--- src/rtl/uart_pkg.sv ---
// Shared UART definitions: FSM state encoding, default line timing and frame format.
// Used by both uart_tx and uart_rx.
package uart_pkg;

    localparam int DEFAULT_CLK_FREQ  = 50_000_000;
    localparam int DEFAULT_BAUD_RATE = 9600;
    localparam int DATA_BITS         = 8;

    typedef enum logic [1:0] {
        ST_IDLE  = 2'd0,
        ST_START = 2'd1,
        ST_DATA  = 2'd2,
        ST_STOP  = 2'd3
    } uart_state_t;

endpackage

--- src/rtl/uart_baud_gen.sv ---
// Bit-period timer: counts 0..CLKS_PER_BIT-1 and flags the last clock of each bit.
// pre_tick flags the clock before that, so a registered output can land on the last clock.
module uart_baud_gen #(
    parameter int CLKS_PER_BIT = 5208
) (
    input  logic clk,
    input  logic rst_n,
    input  logic restart,
    output logic bit_tick,
    output logic pre_tick
);
    localparam int CW = (CLKS_PER_BIT > 1) ? $clog2(CLKS_PER_BIT) : 1;
    localparam logic [CW-1:0] LAST = CW'(CLKS_PER_BIT - 1);
    // With a one-clock bit every clock is a last clock, so pre_tick stays high.
    localparam logic [CW-1:0] PRE  = CW'((CLKS_PER_BIT > 1) ? CLKS_PER_BIT - 2 : 0);

    logic [CW-1:0] cnt;

    always_ff @(posedge clk) begin
        if (!rst_n || restart) begin
            cnt <= '0;
        end else if (cnt == LAST) begin
            cnt <= '0;
        end else begin
            cnt <= cnt + CW'(1);
        end
    end

    assign bit_tick = (cnt == LAST);
    assign pre_tick = (cnt == PRE);

endmodule

--- src/rtl/uart_tx.sv ---
// UART transmitter, 8 data bits, 1 or 2 stop bits, LSB first, idle-high line.
// A one-entry holding register in front of the shift register allows zero-gap frames.
module uart_tx
    import uart_pkg::*;
#(
    parameter int CLK_FREQ  = DEFAULT_CLK_FREQ,
    parameter int BAUD_RATE = DEFAULT_BAUD_RATE,
    parameter int STOP_BITS = 1
) (
    input  logic        clk,
    input  logic        rst_n,
    input  logic [7:0]  data_in,
    input  logic        data_valid,
    output logic        ready,
    output logic        tx,
    output logic        busy,
    output logic        tx_done,
    output uart_state_t dbg_state
);
    localparam int         CLKS_PER_BIT = CLK_FREQ / BAUD_RATE;
    localparam logic [2:0] LAST_DATA    = 3'(DATA_BITS - 1);
    localparam logic [2:0] LAST_STOP    = 3'(STOP_BITS - 1);

    uart_state_t state_q, state_d;
    logic [2:0]  bit_idx_q, bit_idx_d;
    logic        tx_q, tx_d;
    logic        done_q, done_d;
    logic [7:0]  shift_q;
    logic [7:0]  hold_q;
    logic        hold_full;
    logic        load;
    logic        accept;
    logic        bit_tick;
    logic        pre_tick;

    // Handshake: a byte transfers on a posedge where data_valid && ready; ready is
    // ~hold_full straight from a flop, so it never depends on data_valid.
    assign ready  = ~hold_full;
    assign accept = data_valid & ready;

    uart_baud_gen #(
        .CLKS_PER_BIT(CLKS_PER_BIT)
    ) u_baud_gen (
        .clk     (clk),
        .rst_n   (rst_n),
        .restart (load),
        .bit_tick(bit_tick),
        .pre_tick(pre_tick)
    );

    always_comb begin
        state_d   = state_q;
        bit_idx_d = bit_idx_q;
        tx_d      = tx_q;
        load      = 1'b0;
        unique case (state_q)
            ST_IDLE: begin
                tx_d = 1'b1;
                if (hold_full) begin
                    load    = 1'b1;
                    tx_d    = 1'b0;
                    state_d = ST_START;
                end
            end
            ST_START: begin
                if (bit_tick) begin
                    state_d   = ST_DATA;
                    bit_idx_d = '0;
                    tx_d      = shift_q[0];
                end
            end
            ST_DATA: begin
                if (bit_tick) begin
                    if (bit_idx_q == LAST_DATA) begin
                        state_d   = ST_STOP;
                        bit_idx_d = '0;
                        tx_d      = 1'b1;
                    end else begin
                        bit_idx_d = bit_idx_q + 3'd1;
                        tx_d      = shift_q[bit_idx_q + 3'd1];
                    end
                end
            end
            ST_STOP: begin
                if (bit_tick) begin
                    if (bit_idx_q == LAST_STOP) begin
                        bit_idx_d = '0;
                        if (hold_full) begin
                            load    = 1'b1;
                            tx_d    = 1'b0;
                            state_d = ST_START;
                        end else begin
                            tx_d    = 1'b1;
                            state_d = ST_IDLE;
                        end
                    end else begin
                        bit_idx_d = bit_idx_q + 3'd1;
                    end
                end
            end
            default: state_d = ST_IDLE;
        endcase
        // Registered pulse: set one clock early so it occupies the final stop clock.
        done_d = (state_d == ST_STOP) && (bit_idx_d == LAST_STOP) && pre_tick;
    end

    always_ff @(posedge clk) begin
        if (!rst_n) begin
            state_q   <= ST_IDLE;
            bit_idx_q <= '0;
            tx_q      <= 1'b1;
            done_q    <= 1'b0;
            shift_q   <= '0;
            hold_q    <= '0;
            hold_full <= 1'b0;
        end else begin
            state_q   <= state_d;
            bit_idx_q <= bit_idx_d;
            tx_q      <= tx_d;
            done_q    <= done_d;
            if (load) begin
                shift_q   <= hold_q;
                hold_full <= 1'b0;
            end else if (accept) begin
                hold_q    <= data_in;
                hold_full <= 1'b1;
            end
        end
    end

    assign tx        = tx_q;
    assign tx_done   = done_q;
    assign busy      = (state_q != ST_IDLE) | hold_full;
    assign dbg_state = state_q;

endmodule

--- config.mk ---
export PLATFORM = sky130hd
export DESIGN_NAME = uart_tx
export DESIGN_NICKNAME = d
export VERILOG_FILES = /design/src/rtl/uart_pkg.sv /design/src/rtl/uart_baud_gen.sv /design/src/rtl/uart_tx.sv
export SDC_FILE = /design/constraint.sdc
export NUM_CORES = 1
export LEC_CHECK = 0
export BUFFER_PORTS_ARGS = -buffer_cell sky130_fd_sc_hd__buf_2
export CAP_MARGIN = 30
export CELL_PAD_IN_SITES_DETAIL_PLACEMENT = 1
export CELL_PAD_IN_SITES_GLOBAL_PLACEMENT = 1
export CORE_ASPECT_RATIO = 1.2
export CORE_MARGIN = 2
export CORE_UTILIZATION = 46
export CTS_BUF_LIST = sky130_fd_sc_hd__clkbuf_8
export DETAILED_ROUTE_END_ITERATION = 16
export HOLD_SLACK_MARGIN = 0.12
export PLACE_DENSITY = 0.86
export SYNTH_ARGS = -nofsm -noshare
export SYNTH_HDL_FRONTEND = slang
export SYNTH_SLANG_ARGS = --single-unit
--- constraint.sdc ---
create_clock -name clk -period 3.1 [get_ports clk]
set_input_delay 0.465 -clock clk [delete_from_list [all_inputs] [get_ports clk]]
set_output_delay 0.465 -clock clk [all_outputs]
set_load 0.01 [all_outputs]
==> results of run 1 <==
-- state kept, by name (all words and copies together) (netlist names) --
register,flops
tx,1
u_baud_gen.cnt,13
shift_q,8
dbg_state,2
bit_idx_q,3
hold_full,1
tx_done,1
hold_q,8
-- cell type report --
| class | count | share of cell area, % |
|---|---|---|
| multi-input cells | 157 | 51.0 |
| repair buffers | 17 | 4.12 |
| inverters | 8 | 1.41 |
| flip-flops and latches | 37 | 34.9 |
| clock buffers | 5 | 3.24 |
| clock inverters | 3 | 2.18 |
| well taps | 54 | 3.18 |
-- worst register-to-register path, delay by kind of cell (launching register included) --
| family | cells | cell delay, ps |
|---|---|---|
| AOI/OAI and AO/OA | 3 | 620 |
| adders and majority gates | 1 | 390 |
| buffers and inverters | 1 | 100 |
| DFF | 1 | 460 |
| muxes | 2 | 780 |
-- final timing paths --
path | startpoint | to | cells past startpoint
worst min register to register | hold_q[6] | shift_q[6] | 2
worst min-delay path | data_valid | hold_full | 2
worst max register to register | bit_idx_q[0] | tx | 7
worst max-delay path | bit_idx_q[0] | tx | 7
-- kinds of logic (layout without fill, tap and decap cells) --
family	after synthesis	in the layout
and+or+nand+nor	90	90
DFF	37	37
AOI/OAI and AO/OA	35	35
buffers and inverters	17	33
xor gates and xnor gates	11	11
muxes	11	11
adders and majority gates	10	10
-- per-stage QoR --
step	instance area (µm²)	power, W	setup WS, ps
after floorplan	1890	0.000590	846
after global placement	2000	0.000619	749
after detailed placement	2010	0.000625	684
after CTS	2120	0.00105	628
after global routing	2120	0.00108	453
final	2120	0.00104	647
-- where the power goes --
group	switching [W]	leakage, nW	internal (W)	total [W]
Clock	0.000186	0.0543	0.000241	0.000426
Combinational	0.0000644	0.500	0.0000409	0.000105
Sequential	0.0000155	0.301	0.000494	0.000509
-- layer usage --
layer  vias to the layer above  GRT usage, %
met5                         -             0
met4                         0          6.67
met3                         6          4.54
met2                        13          40.5
met1                       734          21.5
li1                        773             -
-- cells in the final DEF, fill, tap and decap left out, types with 7 or more instances in the layout --
master,count
nand3_1,17
ha_1,10
nand2_1,18
xor2_1,7
buf_2,16
nor2_1,27
inv_1,8
mux2i_1,8
dfxtp_1,37
o21ai_1,9
==> impl_metrics.tcl, run 1 <==
set metrics [dict create \
    synth-async-reset-ratio_pct 0 \
    grt_overflow_total 0 \
    setup_tns_ps 0 \
    numPlacedInstances 273 \
    seq_area_frac_synth_pct 39.2 \
    core_area_um2 3940 \
    slowest_stage "mux4_2" \
    drv_cap 0 \
    diodes 0 \
    syn_to_final_growth_pct 12.4 \
    port-buffer-count 16 \
    routed_wl_um 4300 \
    postSynthCellCount 211 \
    die_h_um 74.2 \
    syn_nets 232 \
    multi_input_area_um2 1080 \
    start_util_pct 48.0 \
    synth_edf_count 0 \
    rows 25 \
    startpoint_type "flip-flop" \
    path_buf_inv 1 \
    dpl.hpwl_um 3080 \
    drtAntennaViolNets 0 \
    synth.area.top_cells "dfxtp_1 (39%), ha_1 (6.6%), nor2_1 (5.4%)" \
    cts_buffer_depth 2 \
    io_pins 17 \
    synth_top_family_by_area "simple AND/OR/NAND/NOR gates" \
    cts_hold_buf 0 \
    slew_headroom_pct 41.0 \
    die_w_um 62.5 \
    drtIter0Drc 28 \
    crit_chain "inv_1, ha_1, mux4_2, mux2_2, o21ai_0, a31oi_1, a311o_1" \
    path_max_fanout 7 \
    cts_tree "built" \
    synth_compound_area_share_pct 12.2 \
    fin_util_pct 53.9 \
    final_nets 247 \
    numClockSinks 37 \
    h-tree-depth 2 \
    ctsResizeCount 0 \
    root_buffer "clkbuf_8" \
    ir_drop_v 0.000253 \
    critPathKind "flip-flop to flip-flop" \
    dr_wl_met3_um 95 \
    cp_slowest_stage_delay_ps 510 \
    setup_viol 0 \
    track_usage_pct 20.4 \
    top_layer "met4" \
    grt_pass1_wl_um 7340 \
    yosys.area_share.xor_xnor_pct 5.10 \
    synth_area_per_cell_um2 8.96 \
    arrival_ps 2630 \
    whs_ps 401 \
    num_vias 1526 \
    hold_viol 0 \
    antenna_found_initial 0 \
    power_density_nw_per_um2 490 \
    critical_path_required_ps 3280 \
    path_clk_slew_ps 80 \
    cts_made_buffers 5 \
    synth_seq_cells 37 \
    fin_cells 281 \
    cts_setup_buffers 0 \
    yosysWarnings 0 \
    dieArea_um2 4640 \
    insertion_delay_ps 290 \
    grt_pass1_vias 1628 \
    rrSetupSlack_ps 650 \
    met2_length_um 2340 \
    syn_area_um2 1890 \
    clock.fmax_mhz 408 \
    maxSlewViolCount 0 \
    routed_via_density 5.43 \
    status "complete, no violations" \
    rsz0062_at_grt "false" \
    synth-main-ff-cell "dfxtp_1" \
    drt-pass1-iter-count 4 \
    synth-simple-area-share_pct 26.1 \
    yosysUniqueCellTypes 48 \
    grt_max_degree 21 \
    place.gp.congestion 0.819 \
    seq_area_um2 741 \
    fin_worst_skew_ps 4.21 \
    synth_common_cells "dfxtp_1 (37), nor2_1 (27), nand2_1 (18)" \
    synthMuxAreaShare_pct 7.21 \
    fill_cells 493 \
    worst_hold_path_type "primary input to flip-flop" \
    synth_top_area_share_pct 39.2 \
    m1WireLength_um 1810 \
    critPathTopFamily "multiplexers" \
    timing.final.crit_share_pct 79.1 \
    leakage_nw 0.855 \
    routedWlPerCell_um 15.3 \
    post-route-min-period_ps 2450 \
    synthAdderAreaFrac_pct 6.62 \
    max_slew.worst_pin.slew_ps 883 \
    yosys.area.top_type "dfxtp_1" \
    synthMostInstantiatedCell "dfxtp_1" \
    drive_gt1_share_pct 14.5 \
    remaining_drc_errors 0 \
    endpoint_kind "flip-flop" \
]
Note: power is estimated with default switching activity, not from simulation.
==> run 2: changes to the inputs <==
CORE_UTILIZATION = 42   (was 46)
PLACE_DENSITY = 0.83   (was 0.86)
clock period = 2.07 ns   (was 3.1 ns; I/O delays follow)
==> impl_metrics.tcl, run 2 (same netlist as run 1, synthesis figures left out) <==
set metrics [dict create \
    status "finished, violations left" \
    violations "setup timing" \
    leakage_nw 0.948 \
    clock.fmax_mhz 481 \
    root_buffer "clkbuf_8" \
    gr-usage-met3_pct 4.49 \
    endpoint_kind "flip-flop" \
    grt_max_degree 18 \
    start_util_pct 44.0 \
    grt.busiest_layer "met2" \
    h-tree-depth 2 \
    routed_wl_um 4380 \
    drv_cap 0 \
    final_nets 265 \
    use_met2_pct 33.0 \
    dpl.hpwl_um 3350 \
    diodes 0 \
    slew_headroom_pct 68.2 \
    cts_buffer_depth 2 \
    critical_path_required_ps 2250 \
    num_vias 1625 \
    cts_made_buffers 5 \
    post-route-worst-setup-slack_ps -9.78 \
    drt-pass1-iter-count 4 \
    worst_hold_path_type "primary input to flip-flop" \
    final_common_cell "dfxtp_1" \
    drtIter0Drc 48 \
    setup_tns_ps -9.78 \
    largest_reg_flops 13 \
    whs_ps 250 \
    power_density_nw_per_um2 643 \
    top_register "u_baud_gen.cnt" \
    fin_worst_skew_ps 8.35 \
    drive_gt1_share_pct 24.1 \
    crit_chain "inv_2, ha_4, mux4_2, mux2_2, o21ai_1, a31oi_1, a311o_1" \
    core_area_um2 4290 \
    met1_usage_pct 21.9 \
    routed_via_density 5.40 \
    slowest_stage "mux4_2" \
    placed_cell_area_um2 2150 \
    port-buffer-count 16 \
    max_slew.worst_pin.slew_ps 476 \
    post-route-min-period_ps 2080 \
    critPathKind "flip-flop to flip-flop" \
    routedWlPerCell_um 14.5 \
    place.gp.congestion 0.840 \
    cts_tree "built" \
    mostFrequentLayoutCells "dfxtp_1 (34), nor2_1 (27), buf_4 (19)" \
    path_max_fanout 3 \
    antenna_found_initial 0 \
    cts_hold_buf 0 \
    dieArea_um2 5060 \
    rsz0062_at_grt "true" \
    die_h_um 77.5 \
    track_usage_pct 18.8 \
    hold_viol 0 \
    rows 26 \
    grt_overflow_total 0 \
    maxSlewViolCount 0 \
    setup_viol 1 \
    final_area_um2 2280 \
    die_w_um 65.2 \
    grt_pass1_vias 1626 \
    grt_pass1_wl_um 7410 \
    ir_drop_v 0.000360 \
    remaining_drc_errors 0 \
    io_pins 17 \
    arrival_ps 2260 \
    startpoint_type "flip-flop" \
    timing.final.crit_share_pct 100 \
    largest_registers "u_baud_gen.cnt (13), hold_q (8), shift_q (8)" \
    numClockSinks 37 \
    cp_slowest_stage_delay_ps 480 \
    syn_to_final_growth_pct 20.6 \
    insertion_delay_ps 290 \
    path_clk_slew_ps 80 \
    drtAntennaViolNets 0 \
]
## run 2: changes by cell type in the layout (fill, tap and decap cells not counted), sizes merged
cell	change
buf	+18
bufinv	-1
clkbuf	+1
clkinv	+1
clkinvlp	-1
## run 2: worst paths after layout
path                            slack, ps  cells after the start         start          to
worst min-delay path                  250                      2    data_valid   hold_full
worst max-delay path                  -10                      7  bit_idx_q[1]          tx
worst min register to register        450                      2     hold_q[7]  shift_q[7]
worst max register to register        -10                      7  bit_idx_q[1]          tx
## run 2: critical path, delay by kind of cell (launching register included)
family | cells | cell delay (ps)
buffers and inverters | 1 | 50
adder cells (fa/ha/maj) | 1 | 280
multiplexers | 2 | 750
flip-flops | 1 | 360
AO/OA/AOI/OAI | 3 | 530
## run 2: metrics by stage
step | worst slack (ps) | utilization, % | std cells | power [W]
3_3_place_gp | 4.58 | 50.1 | 291 | 0.000945
2_1_floorplan | 9.08 | - | 211 | 0.000882
6_report | -9.78 | 53.1 | 301 | 0.00147
3_5_place_dp | -42.7 | 50.1 | 291 | 0.000953
4_1_cts | -17.9 | 52.6 | 299 | 0.00149
5_1_grt | -81.6 | 53.1 | 301 | 0.00154
## run 2: final cells by class
cell class,count,area (µm²)
flip-flops and latches,37,747
repair buffers,35,223
fillers,529,2010
clock buffers,6,82.6
clock inverters,2,13.8
well taps,56,70.1
multi-input cells,157,1110
inverters,8,30.0
## run 2: timing repair
| action | CTS | global route |
|---|---|---|
| setup buffers | 0 | 2 |
| gates resized for setup | 2 | 2 |
| pin swaps | 4 | 5 |
| endpoints found under the setup margin | 1 | 4 |
## run 2: power by group
part	switching [W]	total [W]	internal, W
logic	0.000101	0.000178	0.0000769
clock network	0.000261	0.000531	0.000270
registers	0.0000191	0.000757	0.000738
total	0.000382	0.00147	0.00108
## run 2: layer usage
layer,vias up,wire length (µm)
li1,811,-
met5,-,0
met3,7,104
met4,0,79
met1,788,1850
met2,19,2340
==> run 3: changes to the inputs <==
ABC_AREA = 1   (was unset)
CORE_UTILIZATION = 40   (was 42)
PLACE_DENSITY = unset   (was 0.83)
PLACE_DENSITY_LB_ADDON = 0.05   (was unset)
SLEW_MARGIN = 20   (was unset)
==> impl_metrics.tcl, run 3 <==
set metrics [dict create \
    status "complete, no violations" \
    maxSlewViolCount 0 \
    crit_chain "ha_1, nand3_1, nor2_2, nand2_1, o21ai_0, nand2_1, nand3_1, nand3_1, nor2_1" \
    largest_registers "u_baud_gen.cnt (13), hold_q (8), shift_q (8)" \
    syn_area_um2 1880 \
    drtAntennaViolNets 0 \
    grt_max_degree 15 \
    mostFrequentLayoutCells "nand2_1 (59), nor2_1 (42), dfxtp_1 (37)" \
    fill_cells 638 \
    routed_wl_um 4380 \
    seq_area_frac_synth_pct 39.4 \
    arrival_ps 2000 \
    synth_area_per_cell_um2 7.09 \
    yosysUniqueCellTypes 27 \
    remaining_drc_errors 0 \
    synth.area.top_cells "dfxtp_1 (39%), nand2_1 (12%), nor2_1 (8.4%)" \
    place.gp.congestion 0.772 \
    slew_headroom_pct 69.2 \
    path_clk_slew_ps 80 \
    synth_edf_count 0 \
    synth-async-reset-ratio_pct 0 \
    postSynthCellCount 265 \
    routedWlPerCell_um 12.6 \
    insertion_delay_ps 300 \
    critPathKind "flip-flop to flip-flop" \
    hold_viol 0 \
    die_h_um 79.1 \
    setup_viol 0 \
    yosys.area.top_type "dfxtp_1" \
    timing.final.crit_share_pct 85.1 \
    dpl.hpwl_um 3390 \
    max_slew.worst_pin.slew_ps 462 \
    fin_worst_skew_ps 9.58 \
    clock.fmax_mhz 568 \
    numClockSinks 37 \
    leakage_nw 0.916 \
    ir_drop_v 0.000395 \
    routed_via_density 4.95 \
    worst_hold_path_type "primary input to flip-flop" \
    synth-main-ff-cell "dfxtp_1" \
    cp_slowest_stage_delay_ps 390 \
    antenna_found_initial 0 \
    drt-pass1-iter-count 4 \
    h-tree-depth 2 \
    whs_ps 235 \
    synthMostInstantiatedCell "nand2_1" \
    power.total_w 0.00163 \
    numPlacedInstances 340 \
    final_nets 311 \
    setup_tns_ps 0 \
    path_max_fanout 8 \
    num_vias 1722 \
    dieArea_um2 5260 \
    track_usage_pct 18.7 \
    grt_pass1_vias 1761 \
    synth_seq_cells 37 \
    core_area_um2 4560 \
    grt_overflow_total 0 \
    power_density_nw_per_um2 754 \
    rows 27 \
    rsz0062_at_grt "false" \
    ctsResizeCount 0 \
    cts_made_buffers 5 \
    slowest_stage "dfxtp_1" \
    syn_to_final_growth_pct 14.6 \
    final_common_cell "nand2_1" \
    yosysWarnings 0 \
    drtIter0Drc 39 \
    diodes 0 \
    largest_reg_flops 13 \
    critical_path_required_ps 2310 \
    cts_buffer_depth 2 \
    root_buffer "clkbuf_8" \
    drive_gt1_share_pct 12.1 \
    cts_hold_buf 0 \
    port-buffer-count 16 \
    fin_cells 348 \
    syn_nets 286 \
    synth_top_area_share_pct 39.4 \
    endpoint_kind "flip-flop" \
    startpoint_type "flip-flop" \
    io_pins 17 \
    cp_common_cell "nand3_1" \
    drv_cap 0 \
    top_register "u_baud_gen.cnt" \
    synth_common_cells "nand2_1 (59), nor2_1 (42), dfxtp_1 (37)" \
    start_util_pct 41.2 \
    post-route-min-period_ps 1760 \
    grt_pass1_wl_um 7620 \
    die_w_um 66.6 \
    cts_tree "built" \
]
run 3: area by class of cell:
class                           count  area (µm²)  area share, %
Clock buffer                        5        68.8           3.19
Clock inverter                      2        35.0           1.63
Inverter                           28         105           4.88
Multi-Input combinational cell    196        1010           46.7
Sequential cell                    37         741           34.4
Tap cell                           58        72.6           3.37
Timing Repair Buffer               22         125           5.81
run 3: metal layers:
metal  up-vias  share of wire, %  track usage (%)
met5         -                 0                0
met4         0               1.8             7.35
met3         6               2.6             3.97
met2        16                50             33.3
met1       795                45             21.4
li1        905                 -                -
run 3: cell families (layout without fill, tap and decap cells):
group,after synthesis,count (layout),share of synthesized area (%)
AND/OR/NAND/NOR,145,145,34.0
flip-flops,37,37,39.4
AO/OA/AOI/OAI,35,35,10.1
buffers and inverters,32,57,6.99
adder cells (fa/ha/maj),10,10,6.66
XOR/XNOR,6,6,2.80
run 3: through the flow:
| stage | setup WS [ps] | cell area (µm²) | utilization [%] |
|---|---|---|---|
| after CTS | 148 | 2150 | 47.1 |
| after global routing | 34.0 | 2150 | 47.2 |
| after global placement | 203 | 2040 | 44.8 |
| after detailed placement | 170 | 2040 | 44.8 |
| final | 308 | 2150 | 47.2 |
| after floorplan | 395 | 1880 | - |
run 3: worst max-delay path, delay by kind of cell (launching register included):
family | cells | cell delay [ps]
simple gates | 7 | 840
fa+ha+maj | 1 | 230
compound gates | 1 | 250
flops | 1 | 390
run 3: final timing paths:
path / cells past startpoint / slack, ps / endpoint / startpoint
worst max register to register: 9 / 310 / tx_done / u_baud_gen.cnt[0]
worst max-delay path: 9 / 310 / tx_done / u_baud_gen.cnt[0]
worst min-delay path: 3 / 240 / hold_q[0] / data_in[0]
worst min register to register: 2 / 470 / shift_q[2] / shift_q[2]
run 3: power by group:
group | leakage [nW] | internal, W | switching, W
clock | 0.0540 | 0.000350 | 0.000270
combinational | 0.561 | 0.0000835 | 0.000142
sequential | 0.302 | 0.000750 | 0.0000282
total | 0.916 | 0.00118 | 0.000441
run 3: what timing repair did:
| item | in CTS | in global routing |
|---|---|---|
| setup endpoints to repair | 0 | 4 |
| endpoints found under the hold margin | 0 | 0 |
| setup buffers | 0 | 1 |
